### src/rtl/mem_ctrl.sv
// mem_ctrl: byte RAM arbiter; MEM byte accesses win, IF word fetches run as four byte reads
module mem_ctrl #(
    parameter int ADDR_W = 17
) (
    input  logic              clk,
    input  logic              rst,
    input  logic              mem_req,
    input  logic              mem_r_w,
    input  logic [31:0]       mem_req_addr,
    input  logic [7:0]        mem_req_data,
    output logic [7:0]        memctrl_data,
    input  logic              if_req,
    input  logic [31:0]       if_addr,
    input  logic              if_flush,
    output logic              if_done,
    output logic [31:0]       if_inst,
    input  logic [7:0]        ram_din,
    output logic [7:0]        ram_dout,
    output logic [ADDR_W-1:0] ram_a,
    output logic              ram_wr
);
    typedef enum logic [2:0] {S0, S1, S2, S3, S4, IDLE} state_t;
    state_t      state_q;
    logic [31:0] base_q;
    logic [7:0]  b0_q, b1_q, b2_q;
    logic        if_done_q;
    logic [31:0] if_inst_q;
    logic [31:0] fetch_addr;
    logic        issue;
    logic        unused_addr;
    // S0..S3 are encoded 0..3, so the low state bits are the byte offset being issued
    assign issue        = state_q inside {S0, S1, S2, S3};
    assign fetch_addr   = base_q + {30'd0, state_q[1:0]};
    assign memctrl_data = ram_din;
    assign if_done      = if_done_q;
    assign if_inst      = if_inst_q;
    assign unused_addr  = ^{mem_req_addr[31:ADDR_W], fetch_addr[31:ADDR_W]};
    // RAM port mux: reset blanks the port, MEM always wins, otherwise the fetch byte
    always_comb begin
        ram_a    = rst ? '0 : mem_req ? mem_req_addr[ADDR_W-1:0] : issue ? fetch_addr[ADDR_W-1:0] : '0;
        ram_wr   = !rst && mem_req && mem_r_w;
        ram_dout = (!rst && mem_req) ? mem_req_data : 8'd0;
    end
    // Fetch sequencer: each state captures the byte issued one cycle earlier
    always_ff @(posedge clk) begin
        if (rst) begin
            state_q   <= IDLE;
            base_q    <= '0;
            b0_q      <= '0;
            b1_q      <= '0;
            b2_q      <= '0;
            if_done_q <= 1'b0;
            if_inst_q <= '0;
        end else begin
            if_done_q <= 1'b0;
            if (state_q == IDLE) begin
                if (if_req && !if_flush) begin
                    base_q  <= if_addr;
                    state_q <= S0;
                end
            end else if (if_flush || !if_req) begin
                state_q <= IDLE;
            end else if (mem_req && state_q != S4) begin
                state_q <= S0;
            end else begin
                case (state_q)
                    S0: state_q <= S1;
                    S1: begin b0_q <= ram_din; state_q <= S2; end
                    S2: begin b1_q <= ram_din; state_q <= S3; end
                    S3: begin b2_q <= ram_din; state_q <= S4; end
                    default: begin
                        if_inst_q <= {ram_din, b2_q, b1_q, b0_q};
                        if_done_q <= 1'b1;
                        state_q   <= IDLE;
                    end
                endcase
            end
        end
    end
endmodule

### config.mk
export PLATFORM = sky130hd
export DESIGN_NAME = mem_ctrl
export DESIGN_NICKNAME = d
export VERILOG_FILES = /design/src/rtl/mem_ctrl.sv
export SDC_FILE = /design/constraint.sdc
export NUM_CORES = 1
export LEC_CHECK = 0
export ABC_AREA = 1
export CORE_MARGIN = 2
export CORE_UTILIZATION = 30
export CTS_BUF_LIST = sky130_fd_sc_hd__clkbuf_4
export DETAILED_ROUTE_END_ITERATION = 10
export HOLD_SLACK_MARGIN = 0.03
export PLACE_DENSITY_LB_ADDON = 0.3
export SYNTH_ARGS = -nofsm -noshare
export SYNTH_HDL_FRONTEND = slang
export SYNTH_SLANG_ARGS = --single-unit
### constraint.sdc
create_clock -name clk -period 3.1 [get_ports clk]
set_clock_uncertainty 0.1 [all_clocks]
set_input_delay 0.62 -clock clk [delete_from_list [all_inputs] [get_ports clk]]
set_output_delay 0.62 -clock clk [all_outputs]
set_load 0.02 [all_outputs]
==> impl_results.md <==
- Crit end category: output pin
- Worst endpoint required time: roughly 2400 ps
- Pint: 1.32 mW
- Least-Margin Pin Slew: about 550 ps
- Num CTS Buffers: 9
- Clk sinks: 77
- Sw Pwr: approximately 0.52 mW
- Clock power share: 28.5%
- Clk buf depth: 2
- Global routing's busiest layer: met2
- I/O pins: 153
- Vias in the first global route: about 3,400
- Area of the core: 0.0114 mm^2
- First-pass GRT wire length: 15,600 um
- Combinational power share: 15.3%
- Pre-CTS WS: -129 ps
- Post-route ant nets: 0
- Die height: 112 um
- Tcrit/Tclk final: 96.8%
- Footprint of the multi-input gates: 0.00162 mm^2
- Hold Fails Final Rpt: 0
- P_leak: just over 2 nW
- Area grow syn2layout: 42.3%
- Gr usage total: 15.1%
- Sw Ratio: 28.4%
- Layout cells sized above 1: 9.31%
- Pwr Density: 373 mW/mm^2
- Insertion delay to the later sink of the worst-skew pair: 420 ps
- Synthesized area per cell: 6.95 um^2
- Largest net degree at the start of global routing: 74
- Syn Inst Count: roughly 500
- Finish-stage setup viols: 0
- Die area: approximately 0.012 mm^2
- GRT overflow: 0
- Final Critical Period: 3000 ps
- Library cells used by synthesis: 27
- Met1 Use GR: around a fifth
- Routability cong.: ~0.85
- Crit-path max FO: 6
- Max Cap Violations: 0
- #FFs+latches synth: 77
- First-pass iteration count of the detailed router: 4
- Area contributors post-synth: dfxtp_1 44%, nor2_1 16%, o21ai_0 11%
- Synthesis warning total: 0
- Synth area leader: dfxtp_1
- Clock slew at reported path FFs: 130 ps
- DRC: 0
- Commonest non-fill, non-tap cell in the layout: nor2_1
- First DRT Iteration DRCs: 122
- WP data arrival: ~2300 ps
- TNS Setup: 0 ps
- M3 GR Usage: 2.45%
- Hold WC Path Type: register to register
- Post-synth top area share: around 44%
- Number of port buffers: 122
- DIE WIDTH: 112 um
- Non-filler instance count after layout: 767
- Initial Util: 30.5%
- DP Wirelength: 7000 um
- Most frequent cells in the layout: 142 x nor2_1, 96 x clkdlybuf4s50_1, 79 x o21ai_0
- Unrepaired setup endpoints after global routing: false
- Rows: 39
- Area occupied by registers: between 0.0015 and 0.002 mm^2
- Routed vias: 3,504
- Outcome: complete, no violations
- Reg power frac: a little under three fifths
- Fill count: about 1,200
- Initial antenna violation count: 1
- Wire length per cell: 12.4 um
- Slew Limit Headroom: 63.5%
- Worst vdd ir: 0.200 mV
- Nets@finish: 707
- Crit Path Category: register to output pin
- Met2 Use GR: 25.2%
- Final Max Slew Viols: 0
- Clock Tree Root: clkbuf_4
- Setup slack after layout: about 100 ps
- Cell area after synthesis: approximately 0.0035 mm^2
- Seq/Total Area, Yosys: 44.5%
- Cell count after placement: 750
- Number of vias per cell: 4.57
- Syn Nets: 588
- H-tree depth: 3
- Drt total wl: 9480 um
- TritonCTS clock tree: yes
- Fmax: 333 MHz
- Startpoint types: register
-- critical path, stage by stage, from the launching register on --
cell and delay, ps:
dfxtp_4 380, ha_1 230, fa_2 360, nand2_2 120, nor2_4 70, nor2_1 150
a21oi_1 70, o21ai_0 170, clkdlybuf4s15_1 340
-- layout make-up --
class	count	area share, %
multi-input combinational	352	32.9
sequential	77	31.4
timing repair buffer	136	26.5
tap	143	3.63
inverter	42	3.20
clock buffer	9	1.37
clock inverter	7	0.989
antenna	1	0.0507
-- power by group through the flow --
stage / sequential [mW] / clock [mW] / combinational [mW]
final: 1.03 / 0.526 / 0.282
after global routing: 1.04 / 0.597 / 0.308
after CTS: 1.03 / 0.546 / 0.286
after detailed placement: 1.06 / 0 / 0.293
after global placement: 1.06 / 0 / 0.289
after floorplan: 1.06 / 0 / 0.133
-- kinds of logic (layout without fill, tap and decap cells) --
kind of cell / count (synthesis) / in the layout / synth area share (%)
AND/OR/NAND/NOR: 246 / 246 / 29.2
AO/OA/AOI/OAI: 103 / 103 / 15.6
flip-flops: 77 / 77 / 44.5
buffers and inverters: 70 / 194 / 9.38
adder cells (fa/ha/maj): 3 / 3 / 1.30
other: 0 / 1 / 0
-- worst paths after layout --
check	startpoint	endpoint	slack, ps	cells after the start
worst max-delay path	state_q[0]	ram_a[6]	100	8
worst min-delay path	b0_q[1]	b0_q[1]	350	2
worst max register to register	state_q[2]	if_inst[2]	1330	6
worst min register to register	b0_q[1]	b0_q[1]	350	2
-- state kept, by name (all words and copies together), names as in the netlist --
register,flops
if_inst,32
base_q,17
b0_q,8
b1_q,8
b2_q,8
state_q,3
if_done,1
-- per-stage QoR --
step,hold slack [ps],util [%],cell area [um^2],total power [mW]
2_1_floorplan,320,-,3470,1.19
3_3_place_gp,333,42.4,4820,1.34
3_5_place_dp,338,42.4,4820,1.35
4_1_cts,357,43.3,4920,1.87
5_1_grt,366,43.4,4930,1.94
6_report,355,43.4,4930,1.84
-- what timing repair did --
item | 4_1_cts | 5_1_grt
endpoints found under the setup margin | 25 | 6
setup buffers | 0 | 0
hold buffers | 0 | 0
pin swaps | 0 | 1
gates cloned | 0 | 0
gates resized for setup | 32 | 12
-- per-layer routing --
| layer | wire (um) | up-vias | part of all wire, % |
|---|---|---|---|
| met5 | 0 | - | 0 |
| met4 | 270 | 0 | 2.8 |
| met3 | 265 | 19 | 2.8 |
| met2 | 4520 | 72 | 48 |
| met1 | 4420 | 1579 | 47 |
| li1 | - | 1834 | - |
-- synthesized netlist by cell type, drive strengths merged --
library cell and n:
nor2 149, o21ai 82, dfxtp 77, nand2 58
inv 41, nor3 18, buf 17, nand3 17
a21oi 13, clkbuf 11, or2 4, a22o 3
ha 2, o21bai 2, a211oi 1, a32o 1
clkinv 1, fa 1, o211ai 1
Power figures use the tool's default switching activity.
==> RTL edit 1, RTL diff (same flow settings) <==
`ADDR_W`: 17 -> 19.
--- a/src/rtl/mem_ctrl.sv
+++ b/src/rtl/mem_ctrl.sv
@@ -2,3 +2,3 @@
 module mem_ctrl #(
-    parameter int ADDR_W = 17
+    parameter int ADDR_W = 19
 ) (
Interface: changed (resized ram_a); port bits go from 153 to 155. The function was not compared with the original's and may differ.
==> RTL edit 1 against the original RTL <==
Combinational power is 7.4% higher; core utilization is 0.14 points lower; area after synthesis is 10% higher; count of clock-buffer cells in the layout up 1; total power grew 8.5%; critical path type unchanged; sequential cell count is 2 higher; final area grew 9.7%; wire length rose by 17%; worst setup slack gained 0.022 ns; non-clock buffer count grew 10.
==> RTL edit 1: results (changes against the original RTL) <==
[drt]
route.vias.total=3957  ; +13%
viasPerCell=4.57  ; +0.13%
wl_per_cell_um=12.8  ; +4.0%
drt-pass1-iter-count=5  ; +1
first_iter_violations=218  ; +79%

[worst_setup_path]
cp_max_fo=3  ; -3
r2r_setup_slack_ns=1.18  ; -0.15 ns
r2r_end=b2_q[4]
r2r-start=state_q[0]
reg2regPathDepth=9  ; +3

[logic_synthesis]
yosys-top-cells-area=dfxtp_1 41%, nand2_1 14%, nor2_1 9.1%
async_flop_share_pct=0  ; unchanged
postSynthAreaPerCell_um2=6.75  ; -2.9%
ys_warn_count=0  ; unchanged
synth_nets=654  ; +11%
synth_sequential_area_ratio_pct=41.5  ; -3.0 points
synthTopCellsByCount=147 x nand2_1, 92 x nor2_1, 79 x dfxtp_1
synthDistinctLibCells=31  ; +15%

[global_route]
grt_pass1_vias=3624  ; +6.1%
grt_start_max_net_pins=44  ; -41%
grt-ovfl-total=0  ; unchanged
grt_pass1_wl_um=17900  ; +15%
gr-usage-all-layers_pct=16.7  ; +1.6 points

[placed_design]
port-buffer-count=128  ; +4.9%
place_inst=847  ; +13%
place_hpwl_um=8140  ; +16%
gp_congestion=0.897  ; +5.6%

[layout]
largest_reg_flops=32  ; unchanged
num-nets-final=776  ; +9.8%
drive_gt1_share_pct=10.1  ; +0.81 points

[clock_network]
cts-root-buf=clkbuf_4
clk_pin_slew_ns=0.14
cts_buffers=9  ; unchanged
clk_latency_ns=0.45  ; +0.03 ns
clk_path_buf_depth=2  ; unchanged

[worst_hold_path]
hold_end=if_inst[5]
hold_start=if_inst[5]
hp-class=reg -> reg

[sta]
holdWs_ns=0.367  ; +0.0125 ns
slew_headroom_pct=60.7  ; -2.8 points

[run_status]
status=finished, final reports clean

[power]
power.switching_mw=0.564  ; +8.0%
leakagePower_nw=2.19  ; +5.7%
peakVddDrop_uv=191  ; -4.4%

==> RTL edit 1: changes by cell type in the layout (fill, tap and decap cells not counted), moves of 15 or more <==
cell and change:
nor3_1 -15, nand3_1 +33, nor2_1 -55, o21ai_0 -48
nand2_1 +92, a21oi_1 +38
==> RTL edit 1: cell families after synthesis <==
family          share of synthesized area (%)
buf+inv                                  9.84
simple gates                             34.9
compound gates                           12.6
flops                                    41.5
fa+ha+maj                                1.18
==> RTL edit 1: cell type report <==
class | instances | area (µm²)
Multi-Input combinational cell | 405 | 1910
Antenna cell | 1 | 2.50
Inverter | 46 | 173
Timing Repair Buffer | 146 | 1380
Sequential cell | 79 | 1580
Clock buffer | 10 | 75.1
Tap cell | 172 | 215
Clock inverter | 6 | 67.6
Fill cell | 1357 | 7100
==> RTL edit 1: per-stage QoR <==
stage	TNS [ns]	worst slack, ns	utilization, %	instance area [µm²]
finish	0	0.122	43.2	5410
global route	-0.00732	-0.00732	43.2	5410
CTS	0	0.000217	43.0	5380
detailed placement	-1.45	-0.106	41.9	5250
global placement	-1.41	-0.131	41.9	5250
floorplan	0	0.428	-	3810
==> RTL edit 1: worst max-delay path: stages, from the launching register on <==
cell,delay (ns)
dfxtp_2,0.38
ha_4,0.13
inv_1,0.05
fa_2,0.36
buf_4,0.16
nor2_4,0.12
nand2_1,0.08
o21ai_0,0.18
nand3_1,0.12
nand2_1,0.07
buf_2,0.15
==> RTL edit 1: what timing repair did <==
item	CTS	global route
setup buffers	0	1
pin swaps	1	6
setup endpoints to repair	26	13
gates resized for setup	51	24
==> RTL edit 1: power groups by stage <==
stage	clock network, mW	logic [mW]	registers [mW]
global placement	0	0.309	1.08
global route	0.709	0.334	1.06
CTS	0.662	0.304	1.06
detailed placement	0	0.311	1.08
finish	0.638	0.303	1.06
floorplan	0	0.154	1.08
==> RTL edit 1: per-layer routing <==
metal,vias up,GRT usage (%),share of wire [%]
met5,-,0,0
met4,0,6.67,1.8
met1,1761,22.1,46
li1,2055,-,-
met2,121,26.7,46
met3,20,3.63,6.5
==> RTL edit 1: worst max-delay path by stage <==
stage	slack [ns]	from	end
2_1_floorplan	0.43	state_q[0]	ram_a[10]
3_3_place_gp	-0.13	mem_req	ram_a[4]
3_5_place_dp	-0.11	mem_req	ram_a[8]
4_1_cts	0.0002	rst	ram_a[0]
5_1_grt	-0.007	base_q[0]	ram_a[12]
6_report	0.12	base_q[0]	ram_a[16]
==> RTL edit 2, RTL diff (same flow settings) <==
Without the edit above. Add an input register stage for `mem_req_addr`; this delays it by one clock. The other inputs are not delayed to match.
--- a/src/rtl/mem_ctrl.sv
+++ b/src/rtl/mem_ctrl.sv
@@ -22,2 +22,9 @@
     typedef enum logic [2:0] {S0, S1, S2, S3, S4, IDLE} state_t;
+
+    logic [31:0] mem_req_addr_q;
+
+    always_ff @(posedge clk) begin
+        mem_req_addr_q <= mem_req_addr;
+    end
+
     state_t      state_q;
@@ -36,6 +43,6 @@
     assign if_inst      = if_inst_q;
-    assign unused_addr  = ^{mem_req_addr[31:ADDR_W], fetch_addr[31:ADDR_W]};
+    assign unused_addr  = ^{mem_req_addr_q[31:ADDR_W], fetch_addr[31:ADDR_W]};
     // RAM port mux: reset blanks the port, MEM always wins, otherwise the fetch byte
     always_comb begin
-        ram_a    = rst ? '0 : mem_req ? mem_req_addr[ADDR_W-1:0] : issue ? fetch_addr[ADDR_W-1:0] : '0;
+        ram_a    = rst ? '0 : mem_req ? mem_req_addr_q[ADDR_W-1:0] : issue ? fetch_addr[ADDR_W-1:0] : '0;
         ram_wr   = !rst && mem_req && mem_r_w;
Behaviour: not the same (a bounded check fails within 4 cycles, from zero or initial values and one cycle with rst high).
==> RTL edit 2 against the original RTL <==
Worst setup slack got worse by 0.016 ns; core utilization fell by 1.1 points; sequential cell count rose by 17; via count rose by 6.6%; worst hold slack improved by 0.014 ns; sequential share of layout area rose by 3.7 points; register-to-register slack got worse by 0.06 ns; total power rose by 18%; area after synthesis rose by 13%; non-clock buffer count fell by 2; final area rose by 9.0%; wire length rose by 12%; highest routed layer unchanged.
==> RTL edit 2: results (changes against the original RTL) <==
[run_status]
status=finished, final reports clean

[power]
leakagePower_nw=2.25  ; +8.4%
seqPwrFrac_pct=58.5  ; +2.4 points
peakVddDrop_uv=259  ; +29%
combPwrFrac_pct=14.2  ; -1.1 points
p_int_mw=1.58  ; +20%

[drt]
top_layer=met4
met1Wirelength_um=4840  ; +9.6%
dr_wl_met2_um=5060  ; +12%
wl_met3_um=567  ; +110%
first_iter_violations=213  ; +75%
wl_per_cell_um=13.0  ; +5.4%
route.vias.total=3737  ; +6.6%

[layout]
nFillCells=1331  ; +14%
drive_gt1_share_pct=8.84  ; -0.47 points
num_antenna_cells=0  ; -1
largest_reg_flops=32  ; unchanged
num-nets-final=729  ; +3.1%

[global_route]
use_met3_pct=4.58  ; +2.1 points
grt_start_max_net_pins=66  ; -11%
grt_use_met2_pct=25.5  ; +0.23 points
gr-usage-all-layers_pct=15.3  ; +0.12 points
grt_pass1_wl_um=17300  ; +11%
antenna_found_initial=0  ; -1
grtUsageMet1_pct=18.6  ; -0.50 points

[clock_network]
clk_pin_slew_ns=0.15  ; +0.02 ns
cts-root-buf=clkbuf_4
clk_latency_ns=0.46  ; +0.04 ns

[logic_synthesis]
synthTopCellsByCount=139 x nor2_1, 94 x dfxtp_1, 73 x nand2_1, 73 x o21ai_0, 29 x inv_1
synthDistinctLibCells=28  ; +3.7%
synth_nets=615  ; +4.6%
ys_warn_count=0  ; unchanged
yosys-top-cells-area=dfxtp_1 48%, nor2_1 13%, o21ai_0 9.3%
async_flop_share_pct=0  ; unchanged
synth_sequential_area_ratio_pct=47.9  ; +3.5 points

[worst_setup_path]
cp_max_fo=3  ; -3
path_delay_family=adder cells
crit_path_top_delay_cell=clkdlybuf4s50_1
critPathMaxStageDelay_ns=0.60  ; +0.22 ns
cp_data_arrival_time_ns=2.30  ; +0.02 ns

[placed_design]
port-buffer-count=122  ; unchanged
gp_congestion=0.892  ; +5.0%
pre_cts_slack_ns=-0.0248  ; +0.104 ns
place_hpwl_um=7640  ; +9.3%

[sta]
slew_headroom_pct=62.6  ; -0.90 points

[worst_hold_path]
hp-class=reg -> reg

RTL edit 2: worst paths after layout:
| check | start | end | slack, ns | cells after the start |
|---|---|---|---|---|
| setup / recovery | state_q[0] | ram_a[1] | 0.08 | 4 |
| hold / removal | b2_q[6] | b2_q[6] | 0.37 | 2 |
| setup reg to reg | state_q[2] | if_inst[23] | 1.27 | 6 |
| hold reg to reg | b2_q[6] | b2_q[6] | 0.37 | 2 |
RTL edit 2: what timing repair did:
item,in CTS,in global routing
endpoints found under the setup margin,16,17
cloned,0,0
gates resized for setup,20,29
buffers inserted,0,0
hold buffers,0,0
RTL edit 2: logic make-up after synthesis:
logic type / count (synthesis) / share of synthesized area, %
AOI/OAI and AO/OA: 102 / 13.5
adders and majority gates: 3 / 1.15
DFF: 94 / 47.9
buffers and inverters: 65 / 8.63
and+or+nand+nor: 262 / 28.8
RTL edit 2: cell type report:
| class | count | area, µm² | area share (%) |
|---|---|---|---|
| inverter | 34 | 129 | 2.40 |
| sequential | 94 | 1880 | 35.0 |
| multi-input combinational | 367 | 1720 | 32.1 |
| tap | 172 | 215 | 4.00 |
| timing repair buffer | 134 | 1300 | 24.3 |
| clock buffer | 11 | 82.6 | 1.54 |
| clock inverter | 5 | 36.3 | 0.675 |
RTL edit 2: per-stage QoR:
stage | utilization (%) | std cells | TNS, ns | area (µm²) | power [mW]
after floorplan | - | 526 | 0 | 3930 | 1.46
after detailed placement | 41.3 | 801 | -0.0768 | 5260 | 1.62
after global routing | 42.2 | 817 | -0.0177 | 5370 | 2.30
after global placement | 41.3 | 801 | -0.0573 | 5260 | 1.61
final | 42.2 | 817 | 0 | 5370 | 2.18
after CTS | 42.2 | 817 | 0 | 5360 | 2.21
